### src/rtl/stream_serializer_if.sv
`default_nettype none
// ============================================================================
// Module   : stream_serializer_if
// Purpose  : Handshake bundle for stream_serializer. It carries a wide input
//            word stream and a narrow output element stream.
// Ports    : data_in[DATA_WIDTH*NUM_ELEMS] / data_in_valid / data_in_ready
//            form the word input handshake.
//            data_out[DATA_WIDTH] / data_out_valid / data_out_ready /
//            data_out_last form the element output handshake.
// Modports : master - the producer/consumer side, such as a testbench or
//                     the surrounding logic
//            slave  - the serializer side
// Revision : 1.0 - initial release
// ============================================================================
interface stream_serializer_if #(
  parameter int DATA_WIDTH = 32,
  parameter int NUM_ELEMS  = 4
);
  logic [DATA_WIDTH*NUM_ELEMS-1:0] data_in;
  logic                            data_in_valid;
  logic                            data_in_ready;
  logic [DATA_WIDTH-1:0]           data_out;
  logic                            data_out_valid;
  logic                            data_out_ready;
  logic                            data_out_last;

  modport master (
    output data_in, data_in_valid, data_out_ready,
    input  data_in_ready, data_out, data_out_valid, data_out_last
  );

  modport slave (
    input  data_in, data_in_valid, data_out_ready,
    output data_in_ready, data_out, data_out_valid, data_out_last
  );
endinterface
`default_nettype wire

### src/rtl/stream_serializer.sv
`default_nettype none
// ============================================================================
// Module   : stream_serializer
// Purpose  : Accepts a word of NUM_ELEMS packed elements and emits it one
//            element per cycle, with element 0 in the low bits emitted first.
//            Latency is one cycle. When the last element handshakes, a new
//            word can be loaded with no bubble between the two words.
// Ports    : clk - rising-edge clock
//            rst - asynchronous active-low reset
//            bus - stream_serializer_if.slave, which holds the word input
//                  handshake and the element output handshake
// Revision : 1.0 - initial release
// ============================================================================
module stream_serializer #(
  parameter int DATA_WIDTH = 32,
  parameter int NUM_ELEMS  = 4
) (
  input  logic                 clk,
  input  logic                 rst,
  stream_serializer_if.slave   bus
);

  localparam int IDX_W = (NUM_ELEMS > 1) ? $clog2(NUM_ELEMS) : 1;
  localparam logic [IDX_W-1:0] LAST_IDX = IDX_W'(NUM_ELEMS - 1);

  localparam logic [0:0] ST_IDLE = 1'b0;
  localparam logic [0:0] ST_BUSY = 1'b1;

  logic [0:0]                           state;
  logic [IDX_W-1:0]                     idx;
  logic [NUM_ELEMS-1:0][DATA_WIDTH-1:0] word;
  logic [DATA_WIDTH-1:0]                elem;

  logic busy;
  logic at_last;
  logic in_hs;
  logic out_hs;

  assign busy    = (state == ST_BUSY);
  assign at_last = (idx == LAST_IDX);
  assign out_hs  = busy && bus.data_out_ready;
  assign in_hs   = bus.data_in_valid && bus.data_in_ready;

  // Ready depends only on state and on downstream ready. It never depends
  // on data_in_valid, so no valid-to-ready loop can form upstream.
  assign bus.data_in_ready  = (state == ST_IDLE) || (at_last && bus.data_out_ready);
  assign bus.data_out_valid = busy;
  assign bus.data_out_last  = busy && at_last;
  assign bus.data_out       = elem;

  // The element is selected by an explicit compare instead of a variable
  // part-select. idx is only ever compared against legal element numbers,
  // so non-power-of-two NUM_ELEMS needs no special handling.
  always_comb begin
    elem = '0;
    for (int k = 0; k < NUM_ELEMS; k++) begin
      if (idx == IDX_W'(k)) begin
        elem = word[k];
      end
    end
  end

  // An input handshake in BUSY can only happen together with the output
  // handshake of the last element, so the load branch also covers the
  // back-to-back case.
  always_ff @(posedge clk or negedge rst) begin
    if (!rst) begin
      state <= ST_IDLE;
      idx   <= '0;
      word  <= '0;
    end else if (in_hs) begin
      word  <= bus.data_in;
      idx   <= '0;
      state <= ST_BUSY;
    end else if (out_hs) begin
      if (at_last) begin
        idx   <= '0;
        state <= ST_IDLE;
      end else begin
        idx <= idx + 1'b1;
      end
    end
  end

endmodule
`default_nettype wire

### src/flat_wrapper.sv
// flat-port wrapper written by rule: the top's interface ports become plain ports
module stream_serializer_flat 
#(
  parameter int DATA_WIDTH = 32,
  parameter int NUM_ELEMS  = 4
)
  (clk, rst, bus_data_in, bus_data_in_valid, bus_data_out_ready, bus_data_in_ready, bus_data_out, bus_data_out_valid, bus_data_out_last);
  stream_serializer_if #(.DATA_WIDTH(DATA_WIDTH), .NUM_ELEMS(NUM_ELEMS)) bus_i ();
  input  logic clk;
  input  logic rst;
  input wire logic [$bits(bus_i.data_in)-1:0] bus_data_in;
  input wire logic [$bits(bus_i.data_in_valid)-1:0] bus_data_in_valid;
  input wire logic [$bits(bus_i.data_out_ready)-1:0] bus_data_out_ready;
  output wire logic [$bits(bus_i.data_in_ready)-1:0] bus_data_in_ready;
  output wire logic [$bits(bus_i.data_out)-1:0] bus_data_out;
  output wire logic [$bits(bus_i.data_out_valid)-1:0] bus_data_out_valid;
  output wire logic [$bits(bus_i.data_out_last)-1:0] bus_data_out_last;
  assign bus_i.data_in = bus_data_in;
  assign bus_i.data_in_valid = bus_data_in_valid;
  assign bus_i.data_out_ready = bus_data_out_ready;
  assign bus_data_in_ready = bus_i.data_in_ready;
  assign bus_data_out = bus_i.data_out;
  assign bus_data_out_valid = bus_i.data_out_valid;
  assign bus_data_out_last = bus_i.data_out_last;
  stream_serializer #(.DATA_WIDTH(DATA_WIDTH), .NUM_ELEMS(NUM_ELEMS)) u_core (.clk(clk), .rst(rst), .bus(bus_i));
endmodule
### config.mk
export PLATFORM = sky130hd
export DESIGN_NAME = stream_serializer_flat
export DESIGN_NICKNAME = d
export VERILOG_FILES = /design/src/rtl/stream_serializer_if.sv /design/src/rtl/stream_serializer.sv /design/src/flat_wrapper.sv
export SDC_FILE = /design/constraint.sdc
export NUM_CORES = 1
export LEC_CHECK = 0
export ABC_AREA = 1
export CAP_MARGIN = 20
export CORE_ASPECT_RATIO = 0.5
export CORE_MARGIN = 2
export CORE_UTILIZATION = 49
export CTS_CLUSTER_DIAMETER = 30
export DETAILED_ROUTE_END_ITERATION = 8
export PLACE_DENSITY = 0.8
export SLEW_MARGIN = 10
export SYNTH_ARGS = -nofsm -noshare
export SYNTH_HDL_FRONTEND = slang
export SYNTH_SLANG_ARGS = --single-unit
export TNS_END_PERCENT = 30
### constraint.sdc
create_clock -name clk -period 2.43 [get_ports clk]
set_clock_uncertainty 0.15 [all_clocks]
set_input_delay 0.486 -clock clk [delete_from_list [all_inputs] [get_ports clk]]
set_output_delay 0.486 -clock clk [all_outputs]
set_load 0.005 [all_outputs]
==> implementation parameters, run 1 <==
Parameter                              Value

Status
  Status    finished, violations left
  Violations in the final reports    negative setup slack

Detailed routing
  Total met2 wirelength after detailed routing    10300 microns
  Total iterations of the first detailed-routing run    5
  M1 wire length    a little under 9000 microns
  Number of nets with antenna violations after routing    0
  Wire length reported by the detailed router    between 20000 and 25000 microns
  Routed wire length per instance    approximately 18 microns
  Via density per instance    5.52
  DRC marker count from the first detailed-route iteration    563
  Drt drc    0
  Highest layer used for signal routing    met4
  Met3 Wirelength    roughly 1700 microns
  DR vias    about 6700

Worst setup path
  Launch instance of the worst register-to-register path    u_core.idx[0]$_DFFE_PN0P_
  Most used cell along the critical path    nand2_1
  Worst setup path category    register to primary output
  Minimum setup slack among reg-to-reg paths    0.41 ns
  Crit-path cells    inv_2 > buf_6 > ha_4 > clkinv_8 > buf_8 > buf_6 > nand3_2 > nand2_1 > nand2_1 > nand2_1 > buf_2
  CP bufs+invs    6
  Max FO, Critical Path    6
  Worst Reg2Reg Path Length in Cells    8
  Delay of the slowest cell on the worst path    between 0.4 and 0.5 ns
  Required time reported for the critical path endpoint    ~1.8 ns
  Arrival time at the worst endpoint    roughly 2 ns
  Critical path startpoint category    register
  RR Endpoint    u_core.word[7]$_DFFE_PN0N_
  Delay-heaviest family, CP    buffers and inverters
  Worst setup EP type    primary output
  Crit-path slowest cell    dfrtp_1

Floorplanning
  Std cell rows    29
  Area of the core    roughly 13000 sq um
  Die Outline Area    roughly 14000 sq um
  Width of the die    ~170 microns
  Starting utilization of the core area    0.502
  Ports    approximately 170
  Overall die height    between 80 and 90 microns

CTS
  Clock tree buffer depth    2
  CTS HTree Levels    4
  Number of buffers created by CTS    17
  Root buf cell    clkbuf_16
  Clock input transition at the sequential cells of the worst setup and hold paths    ~0.060 ns
  Clk sink count    131
  TritonCTS clock tree    yes
  Latest clock arrival within the worst-skew pair    0.40 ns

STA
  Setup-failing EPs final    32
  Peak clock frequency supported by timing    roughly 380 MHz
  Max-slew headroom at the worst pin    0.663
  Transition at the pin with the smallest max-transition slack    slightly above 0.5 ns
  TNS Setup    -3.10 ns
  Final period demand of the worst path    around 2.6 ns
  Final-report hold violation count    0
  Worst setup slack after layout    -0.191 ns
  Final period util    1.08
  Max Transition Viols Final    0
  Setup repair after global routing missed its margin    true

Logic synthesis
  Cells after synthesis    ~860
  EDFF count, synth    0
  Post-synthesis sequential element count    131
  Sequential share of the synthesized area    0.514
  Predominant post-synthesis flop cell    dfrtp_1
  Synth warn    0
  Most frequent cell after synthesis    nand2_1
  Area leader, netlist    dfrtp_1
  Area share of the largest cell type after synthesis    0.514
  Synth Cell Area    about 6400 sq um
  Synth area leaders    dfrtp_1 (51%), nand2_1 (23%), nand3_1 (13%)
  Async set-or-reset flop fraction in the synthesized netlist    1.00
  Syn_nets    about 1000
  Unique masters post-synth    11
  Most frequent cells after synthesis    nand2_1 (394), nand3_1 (164), dfrtp_1 (131), a21oi_1 (64), inv_1 (37)
  Avg Cell Area, Syn    about 7.4 sq um

Placement
  Quantity of I/O buffers inserted on ports    166
  Post-Place Setup Slack    about 0.015 ns
  DP HPWL    12000 microns
  Post-detailed-placement cell area    between 8000 and 9000 sq um
  RD Place Congestion    0.833

Min path
  Class of the tightest hold or removal check    register to register
  Worst Min Path Start    u_core.word[76]$_DFFE_PN0N_
  Hold worst-path end    u_core.word[76]$_DFFE_PN0N_
  Worst hold path stage count    2

Final layout
  Fill cell count    slightly above 900
  Proportion of layout cells with a drive suffix above 1    0.162
  NumNets Final    ~1200
  Area growth from synthesis to layout    48.6%
  Design Area, Final    about 9500 sq um
  Finished Core Util    0.747
  Number of antenna cells inserted    0
  Area of the multi-input gates    2950 sq um
  Sequential Area    3280 sq um

GRT
  Initial antenna violation count    0
  Residual overflow from global routing    0
  Vias in the first global route    around 6600
  Pin count of the biggest net entering global routing    68
  Total routing resource utilization after global routing    0.306
  Wire length of the first global-routing pass    around 33000 microns

Power
  Pleak    ~0.0049 uW
  Power Density    around 1400 nW/um^2
  Maximum ir drop on the vdd rail    between 0.6 and 0.7 mV
  Post-route total power    12800 uW

Job
  Total of max-cap violations    0
## how the worst max path moves through the flow
stage                                   start                to  cells after the start
floorplan           u_core.idx[1]$_DFFE_PN0P_  bus_data_out[10]                      8
global placement    u_core.idx[0]$_DFFE_PN0P_  bus_data_out[26]                      8
detailed placement  u_core.idx[1]$_DFFE_PN0P_   bus_data_out[8]                      9
CTS                 u_core.idx[1]$_DFFE_PN0P_   bus_data_out[3]                      9
global route        u_core.idx[1]$_DFFE_PN0P_   bus_data_out[7]                     11
finish              u_core.idx[1]$_DFFE_PN0P_   bus_data_out[7]                     11
## per-layer routing
layer | up-vias | track usage
met5 | - | 0
met4 | 0 | 0.134
met3 | 62 | 0.0563
met2 | 337 | 0.492
met1 | 3222 | 0.409
li1 | 3082 | -
## metrics by stage
step / hold slack (ns) / std cells
finish: 0.319 / 1215
global route: 0.336 / 1215
CTS: 0.322 / 1213
detailed placement: 0.309 / 1154
global placement: 0.304 / 1154
floorplan: 0.0404 / 861
## state kept, by name, summed over array words and instances (netlist names)
register and flops:
u_core.word 128, u_core.bus.data_out_valid 1, u_core.idx 2
## kinds of logic (layout without fill, tap and decap cells)
family | Yosys count | count (layout) | share of synthesized area
buffers and inverters | 103 | 287 | 0.0673
and+or+nand+nor | 559 | 559 | 0.361
AOI/OAI and AO/OA | 64 | 64 | 0.0502
adders and majority gates | 4 | 4 | 0.00784
DFF | 131 | 131 | 0.514
## timing repair
| item | CTS | global route |
|---|---|---|
| endpoints found under the setup margin | 34 | 34 |
| resized for setup | 124 | 77 |
| hold buffers | 1 | 0 |
| cloned | 6 | 3 |
| endpoints found under the hold margin | 34 | 0 |
| pin swaps | 4 | 20 |
| buffers inserted | 20 | 0 |
## cell usage in the layout, fill, tap and decap left out, types with 2 or more instances in the layout
master,instances
a21oi_1,49
a21oi_2,13
a21oi_4,2
buf_12,16
buf_16,4
buf_2,12
buf_4,19
buf_6,7
buf_8,4
bufinv_16,2
clkbuf_16,20
clkbuf_2,19
clkbuf_8,2
clkdlybuf4s50_1,130
clkinv_2,5
clkinv_4,2
clkinvlp_4,3
dfrtp_1,130
ha_4,4
inv_1,34
nand2_1,383
nand2_2,9
nand2_4,2
nand3_1,146
nand3_2,15
nand3_4,3
## worst register-to-register path: stages (launching register included)
cell and delay (ns):
dfrtp_2 0.41, buf_6 0.13, ha_4 0.19, buf_12 0.13, nand2_2 0.06, nand2_4 0.10, buf_4 0.45, nand3_1 0.21
nand2_1 0.13
## power breakdown
part | switching, uW | internal [uW] | total, uW
clock | 989 | 1560 | 2550
sequential | 721 | 3220 | 3940
combinational | 3520 | 2810 | 6330
## final cells by class
class | count | area share
clock buffers | 19 | 0.0478
clock inverters | 13 | 0.0141
inverters | 37 | 0.0162
multi-input cells | 627 | 0.311
flip-flops and latches | 131 | 0.346
well taps | 170 | 0.0224
repair buffers | 218 | 0.243
(Power assumes the default switching activity.)
==> inputs of run 2 (changes only) <==
--- a/config.mk
+++ b/config.mk
@@ -6,13 +6,14 @@
 export NUM_CORES = 1
 export LEC_CHECK = 0
 export ABC_AREA = 1
-export CAP_MARGIN = 20
+export CAP_MARGIN = 40
 export CORE_ASPECT_RATIO = 0.5
 export CORE_MARGIN = 2
 export CORE_UTILIZATION = 49
 export CTS_CLUSTER_DIAMETER = 30
 export DETAILED_ROUTE_END_ITERATION = 8
 export PLACE_DENSITY = 0.8
+export SKIP_LAST_GASP = 1
 export SLEW_MARGIN = 10
 export SYNTH_ARGS = -nofsm -noshare
 export SYNTH_HDL_FRONTEND = slang
==> implementation parameters, run 2 (synthesis results as in run 1) <==
Parameter                              Value

Power
  Power Density    1340 nW/um^2 (-1.2%)
  Pleak    0.00484 uW (-0.22%)
  Maximum ir drop on the vdd rail    0.672 mV (+3.5%)

CTS
  Clock tree buffer depth    2 (unchanged)
  Latest clock arrival within the worst-skew pair    0.40 ns (about the same)
  Clock input transition at the sequential cells of the worst setup and hold paths    0.06 ns (about the same)
  Root buf cell    clkbuf_16
  Clk sink count    131 (unchanged)
  Number of buffers created by CTS    17 (unchanged)
  CTS HTree Levels    4 (unchanged)
  TritonCTS clock tree    yes

STA
  Setup-failing EPs final    33 (+3.1%)
  Max-slew headroom at the worst pin    0.657 (-0.00571)
  TNS Setup    -4.88 ns (-1.78 ns)
  Final period util    1.09 (+0.0146)
  Final-report hold violation count    0 (unchanged)
  Setup repair after global routing missed its margin    true
  Transition at the pin with the smallest max-transition slack    0.515 ns (+0.00857 ns)
  Max Transition Viols Final    0 (unchanged)
  Worst setup slack after layout    -0.226 ns (-0.0356 ns)
  Peak clock frequency supported by timing    376 MHz (-1.3%)
  Final period demand of the worst path    2.66 ns (+0.0356 ns)

Worst setup path
  Worst Reg2Reg Path Length in Cells    8 (unchanged)
  Launch instance of the worst register-to-register path    u_core.idx[1]$_DFFE_PN0P_
  Delay-heaviest family, CP    buffers and inverters
  Max FO, Critical Path    20 (+14)
  Most used cell along the critical path    nand2_1
  Crit-path cells    inv_2 > buf_6 > ha_4 > buf_12 > a21oi_1 > nand2_1 > nand2_1 > nand2_1 > dlygate4sd2_1
  Critical Path Stages    9 (-2)
  Worst setup EP type    primary output
  Worst setup path category    register to primary output
  Required time reported for the critical path endpoint    1.79 ns (about the same)
  Crit-path slowest cell    dfrtp_1
  Worst setup path endpoint    bus_data_out[17]
  Minimum setup slack among reg-to-reg paths    0.40 ns (about the same)
  Arrival time at the worst endpoint    2.02 ns (+0.04 ns)
  Start point of the critical path    u_core.idx[1]$_DFFE_PN0P_
  RR Endpoint    u_core.word[7]$_DFFE_PN0N_
  Delay of the slowest cell on the worst path    0.43 ns (about the same)
  Critical path startpoint category    register
  CP bufs+invs    4 (-2)

Placement
  DP HPWL    12000 microns (unchanged)
  Quantity of I/O buffers inserted on ports    166 (unchanged)
  RD Place Congestion    0.833 (unchanged)

Status
  Violations in the final reports    negative setup slack
  Status    finished, violations left

GRT
  Vias in the first global route    6553 (-1.3%)
  Residual overflow from global routing    0 (unchanged)
  Total routing resource utilization after global routing    0.296 (-0.00938)
  Pin count of the biggest net entering global routing    68 (unchanged)
  Wire length of the first global-routing pass    32100 microns (-2.9%)
  Initial antenna violation count    0 (unchanged)

Detailed routing
  Drt drc    0 (unchanged)
  Number of nets with antenna violations after routing    0 (unchanged)
  Total iterations of the first detailed-routing run    7 (+2)
  Wire length reported by the detailed router    20500 microns (-4.1%)
  DRC marker count from the first detailed-route iteration    658 (+17%)
  Via density per instance    5.49 (-0.42%)
  Routed wire length per instance    16.9 microns (-3.9%)
  DR vias    6664 (-0.58%)

Floorplanning
  Starting utilization of the core area    0.502 (unchanged)
  Std cell rows    29 (unchanged)
  Area of the core    12700 sq um (unchanged)
  Width of the die    165 microns (unchanged)
  Die Outline Area    14000 sq um (unchanged)
  Overall die height    84.7 microns (unchanged)
  Ports    167 (unchanged)

Final layout
  Proportion of layout cells with a drive suffix above 1    0.120 (-0.0419)
  Largest register by flop count    u_core.word
  Area growth from synthesis to layout    47.0%
  Sequential Area    3280 sq um (unchanged)
  NumNets Final    1166 (-0.17%)
  Number of antenna cells inserted    0 (unchanged)
  Fill cell count    917 (+1.1%)
  Area of the multi-input gates    2840 sq um (-3.6%)
  Number of flip-flops in the largest register    128 (unchanged)
  Most common cell after layout, fill and taps aside    nand2_1
  Top library cells by usage in the layout, fill and taps aside    nand2_1 (392), nand3_1 (159), clkdlybuf4s50_1 (131), dfrtp_1 (130), a21oi_1 (50)
  Finished Core Util    0.739 (-0.00808)

Min path
  Class of the tightest hold or removal check    register to register

Job
  Total of max-cap violations    0 (unchanged)
==> run 2: changes by cell type in the layout (fill, tap and decap cells not counted), sizes merged <==
| cell | change |
|---|---|
| bufbuf | +1 |
| buf | -5 |
| clkinv | -1 |
| inv | +1 |
| clkdlybuf4s50 | +1 |
| dlygate4sd2 | +13 |
| clkdlybuf4s15 | +5 |
| clkbuf | -17 |
==> run 2: cell type report <==
type,count,area share
clock buffers,19,0.0483
flip-flops and latches,131,0.350
inverters,37,0.0159
repair buffers,216,0.247
multi-input cells,627,0.303
clock inverters,13,0.0143
well taps,170,0.0227
==> run 2: report_power, final <==
group	leakage, uW	switching, uW	total [uW]	internal (uW)
Combinational	0.00293	3330	6090	2760
Clock	0.000285	970	2530	1560
Sequential	0.00163	687	3900	3210
Total	0.00484	4990	12500	7530
==> run 2: what timing repair did <==
action                                 in CTS  in global routing
hold buffers                                1                  0
endpoints found under the hold margin      34                  0
setup endpoints to repair                  34                 34
gates cloned                                6                  1
gates resized for setup                    99                 31
pin swaps                                   3                  5
buffers inserted                           20                  1
==> run 2: how the worst min path moves through the flow <==
stage                                             from                                     to  slack, ns  cells past startpoint
final                      u_core.word[72]$_DFFE_PN0N_            u_core.word[72]$_DFFE_PN0N_       0.32                      2
after CTS                  u_core.word[84]$_DFFE_PN0N_            u_core.word[84]$_DFFE_PN0N_       0.32                      2
after floorplan                                    rst  u_core.bus.data_out_valid$_DFFE_PN0P_       0.04                      0
after detailed placement   u_core.word[96]$_DFFE_PN0N_            u_core.word[96]$_DFFE_PN0N_       0.31                      2
after global routing      u_core.word[106]$_DFFE_PN0N_           u_core.word[106]$_DFFE_PN0N_       0.34                      2
after global placement     u_core.word[51]$_DFFE_PN0N_            u_core.word[51]$_DFFE_PN0N_       0.30                      2
==> run 2: through the flow <==
step                      instances  total power, uW  hold WS [ns]  area [sq um]  setup slack, ns
after CTS                      1213            12200         0.322          9320           -0.165
after global routing           1213            13300         0.336          9380           -0.277
after floorplan                 861             6650        0.0404          6380            0.499
after detailed placement       1154             9070         0.309          8280           0.0149
after global placement         1154             8880         0.304          8280           0.0814
final                          1213            12500         0.318          9380           -0.226
==> run 2: routing by layer <==
| metal | wire, microns | part of all wire | vias up | global-route usage |
|---|---|---|---|---|
| met5 | 0 | 0 | - | 0 |
| met2 | 9800 | 0.48 | 315 | 0.492 |
| met1 | 8710 | 0.42 | 3206 | 0.397 |
| li1 | - | - | 3085 | - |
| met4 | 493 | 0.024 | 0 | 0.107 |
| met3 | 1550 | 0.075 | 58 | 0.0494 |
==> run 2: worst min-delay path: cells and delay by family, from the launching register on <==
family / cells / cell delay [ns]
flip-flops: 1 / 0.34
AND/OR/NAND/NOR: 2 / 0.09
==> inputs of run 3 (changes only) <==
--- a/config.mk
+++ b/config.mk
@@ -9,10 +9,10 @@
 export CAP_MARGIN = 40
 export CORE_ASPECT_RATIO = 0.5
 export CORE_MARGIN = 2
-export CORE_UTILIZATION = 49
+export CORE_UTILIZATION = 44
 export CTS_CLUSTER_DIAMETER = 30
 export DETAILED_ROUTE_END_ITERATION = 8
-export PLACE_DENSITY = 0.8
+export PLACE_DENSITY = 0.76
 export SKIP_LAST_GASP = 1
 export SLEW_MARGIN = 10
 export SYNTH_ARGS = -nofsm -noshare
==> constraint.sdc (replaced) <==
create_clock -name clk -period 2.25 [get_ports clk]
set_clock_uncertainty 0.15 [all_clocks]
set_input_delay 0.45 -clock clk [delete_from_list [all_inputs] [get_ports clk]]
set_output_delay 0.45 -clock clk [all_outputs]
set_load 0.005 [all_outputs]
==> implementation parameters, run 3 (synthesis results as in run 1) <==
Parameter                              Value

STA
  Transition at the pin with the smallest max-transition slack    0.603 ns (+0.0883 ns)
  Final-report hold violation count    0 (unchanged)
  Peak clock frequency supported by timing    387 MHz
  Final period util    1.15
  Worst setup slack after layout    -0.333 ns (-0.107 ns)
  Final period demand of the worst path    2.58 ns
  Max-slew headroom at the worst pin    0.598 (-0.0589)
  Max Transition Viols Final    0 (unchanged)
  Tightest hold margin    0.321 ns (+0.00268 ns)
  Setup-failing EPs final    107 (+220%)
  Setup repair after global routing missed its margin    true

Worst setup path
  Critical path startpoint category    register
  Worst setup path category    register to primary output
  Arrival time at the worst endpoint    1.98 ns (-0.04 ns)
  Worst setup EP type    primary output
  Required time reported for the critical path endpoint    1.65 ns (-0.14 ns)
  Max FO, Critical Path    5 (-75%)

Floorplanning
  Ports    167 (unchanged)
  Die Outline Area    15500 sq um (+11%)
  Starting utilization of the core area    0.446 (-0.0566)
  Width of the die    174 microns (+5.4%)
  Overall die height    89.2 microns (+5.3%)
  Std cell rows    31 (+6.9%)
  Area of the core    14300 sq um (+13%)

Power
  Power Density    1520 nW/um^2 (+14%)
  NetSw    6480 uW (+30%)
  Pleak    0.00518 uW (+7.0%)
  Internal cell power    9220 uW (+22%)
  Combinational share of power    0.534 (+0.048)
  Relative contribution of sequential cells to total power    0.273 (-0.039)
  Maximum ir drop on the vdd rail    0.756 mV (+13%)
  Sw frac    0.413 (+0.0145)
  Power share of the clock group    0.192 (-0.010)

GRT
  Total routing resource utilization after global routing    0.278 (-0.0181)
  Initial antenna violation count    0 (unchanged)
  Pin count of the biggest net entering global routing    68 (unchanged)
  Vias in the first global route    6566 (+0.20%)
  Wire length of the first global-routing pass    33400 microns (+4.1%)
  Residual overflow from global routing    0 (unchanged)

Detailed routing
  Total iterations of the first detailed-routing run    8 (+1)
  Via density per instance    5.78 (+5.2%)
  Number of nets with antenna violations after routing    0 (unchanged)
  Drt drc    0 (unchanged)
  DRC marker count from the first detailed-route iteration    779 (+18%)
  DR vias    7344 (+10%)
  Routed wire length per instance    21.0 microns (+24%)
  Wire length reported by the detailed router    26700 microns (+30%)

Placement
  DP HPWL    12100 microns (+0.93%)
  Quantity of I/O buffers inserted on ports    166 (unchanged)
  RD Place Congestion    0.985 (+18%)

CTS
  Clk sink count    131 (unchanged)
  Clock input transition at the sequential cells of the worst setup and hold paths    0.06 ns (about the same)
  Root buf cell    clkbuf_16
  Latest clock arrival within the worst-skew pair    0.41 ns (about the same)
  Clock tree buffer depth    2 (unchanged)
  Number of buffers created by CTS    17 (unchanged)
  TritonCTS clock tree    yes
  CTS HTree Levels    4 (unchanged)

Final layout
  Finished Core Util    0.721 (-0.0177)
  Number of flip-flops in the largest register    128 (unchanged)
  Fill cell count    947 (+3.3%)
  Proportion of layout cells with a drive suffix above 1    0.205 (+0.0852)
  Most common cell after layout, fill and taps aside    nand2_1
  Number of antenna cells inserted    0 (unchanged)
  Top library cells by usage in the layout, fill and taps aside    nand2_1 (386), nand3_1 (156), clkdlybuf4s50_1 (130), dfrtp_1 (130), a21oi_2 (43)
  NumNets Final    1196 (+2.6%)
  Largest register by flop count    u_core.word
  Area growth from synthesis to layout    61.7%

Job
  Total of max-cap violations    0 (unchanged)

Status
  Status    finished, violations left
  Violations in the final reports    negative setup slack

Min path
  Class of the tightest hold or removal check    register to register
-- run 3: changes by cell type in the layout (fill, tap and decap cells not counted), sizes merged --
cell / previous run / this run
bufinv: 2 / 4
clkdlybuf4s50: 131 / 130
bufbuf: 2 / 0
clkdlybuf4s15: 6 / 2
dlygate4sd2: 14 / 1
clkinv: 7 / 4
clkbuf: 24 / 31
buf: 57 / 101
-- run 3: layer usage --
layer,global-route usage,wire (microns)
met5,0,0
met4,0.115,1440
met3,0.0659,2950
met2,0.470,12100
met1,0.354,10200
-- run 3: worst max-delay path, cell delays in order, from the launching register on --
cell	delay [ns]
dfrtp_1	0.39
buf_6	0.13
ha_4	0.19
buf_6	0.15
buf_12	0.14
a21oi_1	0.19
nand2_1	0.11
nand2_1	0.08
nand2_1	0.06
buf_2	0.12
-- run 3: cell type report --
| cell class | count | area [sq um] | area share |
|---|---|---|---|
| repair buffers | 246 | 2930 | 0.284 |
| clock inverters | 12 | 179 | 0.0173 |
| multi-input cells | 627 | 3080 | 0.298 |
| clock buffers | 20 | 457 | 0.0443 |
| inverters | 37 | 146 | 0.0142 |
| flip-flops and latches | 131 | 3280 | 0.318 |
| well taps | 198 | 248 | 0.0240 |
-- run 3: power by group through the flow --
stage,Combinational (uW),Clock (uW),Sequential [uW]
2_1_floorplan,3250,0,3940
3_3_place_gp,5660,0,4080
3_5_place_dp,5770,0,4120
4_1_cts,6740,3000,4150
5_1_grt,8960,3140,4340
6_report,8390,3020,4290
-- run 3: worst paths after layout --
check	from	to	slack (ns)	cells past startpoint
max reg2reg	u_core.idx[1]$_DFFE_PN0P_	u_core.word[69]$_DFFE_PN0N_	-0.08	13
min	u_core.word[79]$_DFFE_PN0N_	u_core.word[79]$_DFFE_PN0N_	0.32	2
min in group asynchronous	rst	u_core.word[123]$_DFFE_PN0N_	0.43	2
max	u_core.idx[1]$_DFFE_PN0P_	bus_data_out[3]	-0.33	9
max in group asynchronous	rst	u_core.word[7]$_DFFE_PN0N_	0.85	3
min reg2reg	u_core.word[79]$_DFFE_PN0N_	u_core.word[79]$_DFFE_PN0N_	0.32	2
-- run 3: stage by stage --
| step | instance area (sq um) | worst slack [ns] | instances | setup TNS [ns] | total power (uW) |
|---|---|---|---|---|---|
| 3_5_place_dp | 8410 | -0.0826 | 1187 | -1.94 | 9890 |
| 3_3_place_gp | 8410 | -0.0605 | 1187 | -1.09 | 9750 |
| 2_1_floorplan | 6380 | 0.355 | 861 | 0 | 7180 |
| 5_1_grt | 10300 | -0.374 | 1271 | -18.80 | 16400 |
| 6_report | 10300 | -0.333 | 1271 | -10.21 | 15700 |
| 4_1_cts | 9720 | -0.245 | 1249 | -7.27 | 13900 |
-- run 3: what timing repair did --
action / in CTS / in global routing
pin swaps: 27 / 41
hold buffers: 1 / 0
cloned: 12 / 15
endpoints found under the hold margin: 37 / 0
gates resized for setup: 225 / 53
setup endpoints to repair: 34 / 165
setup buffers: 18 / 10
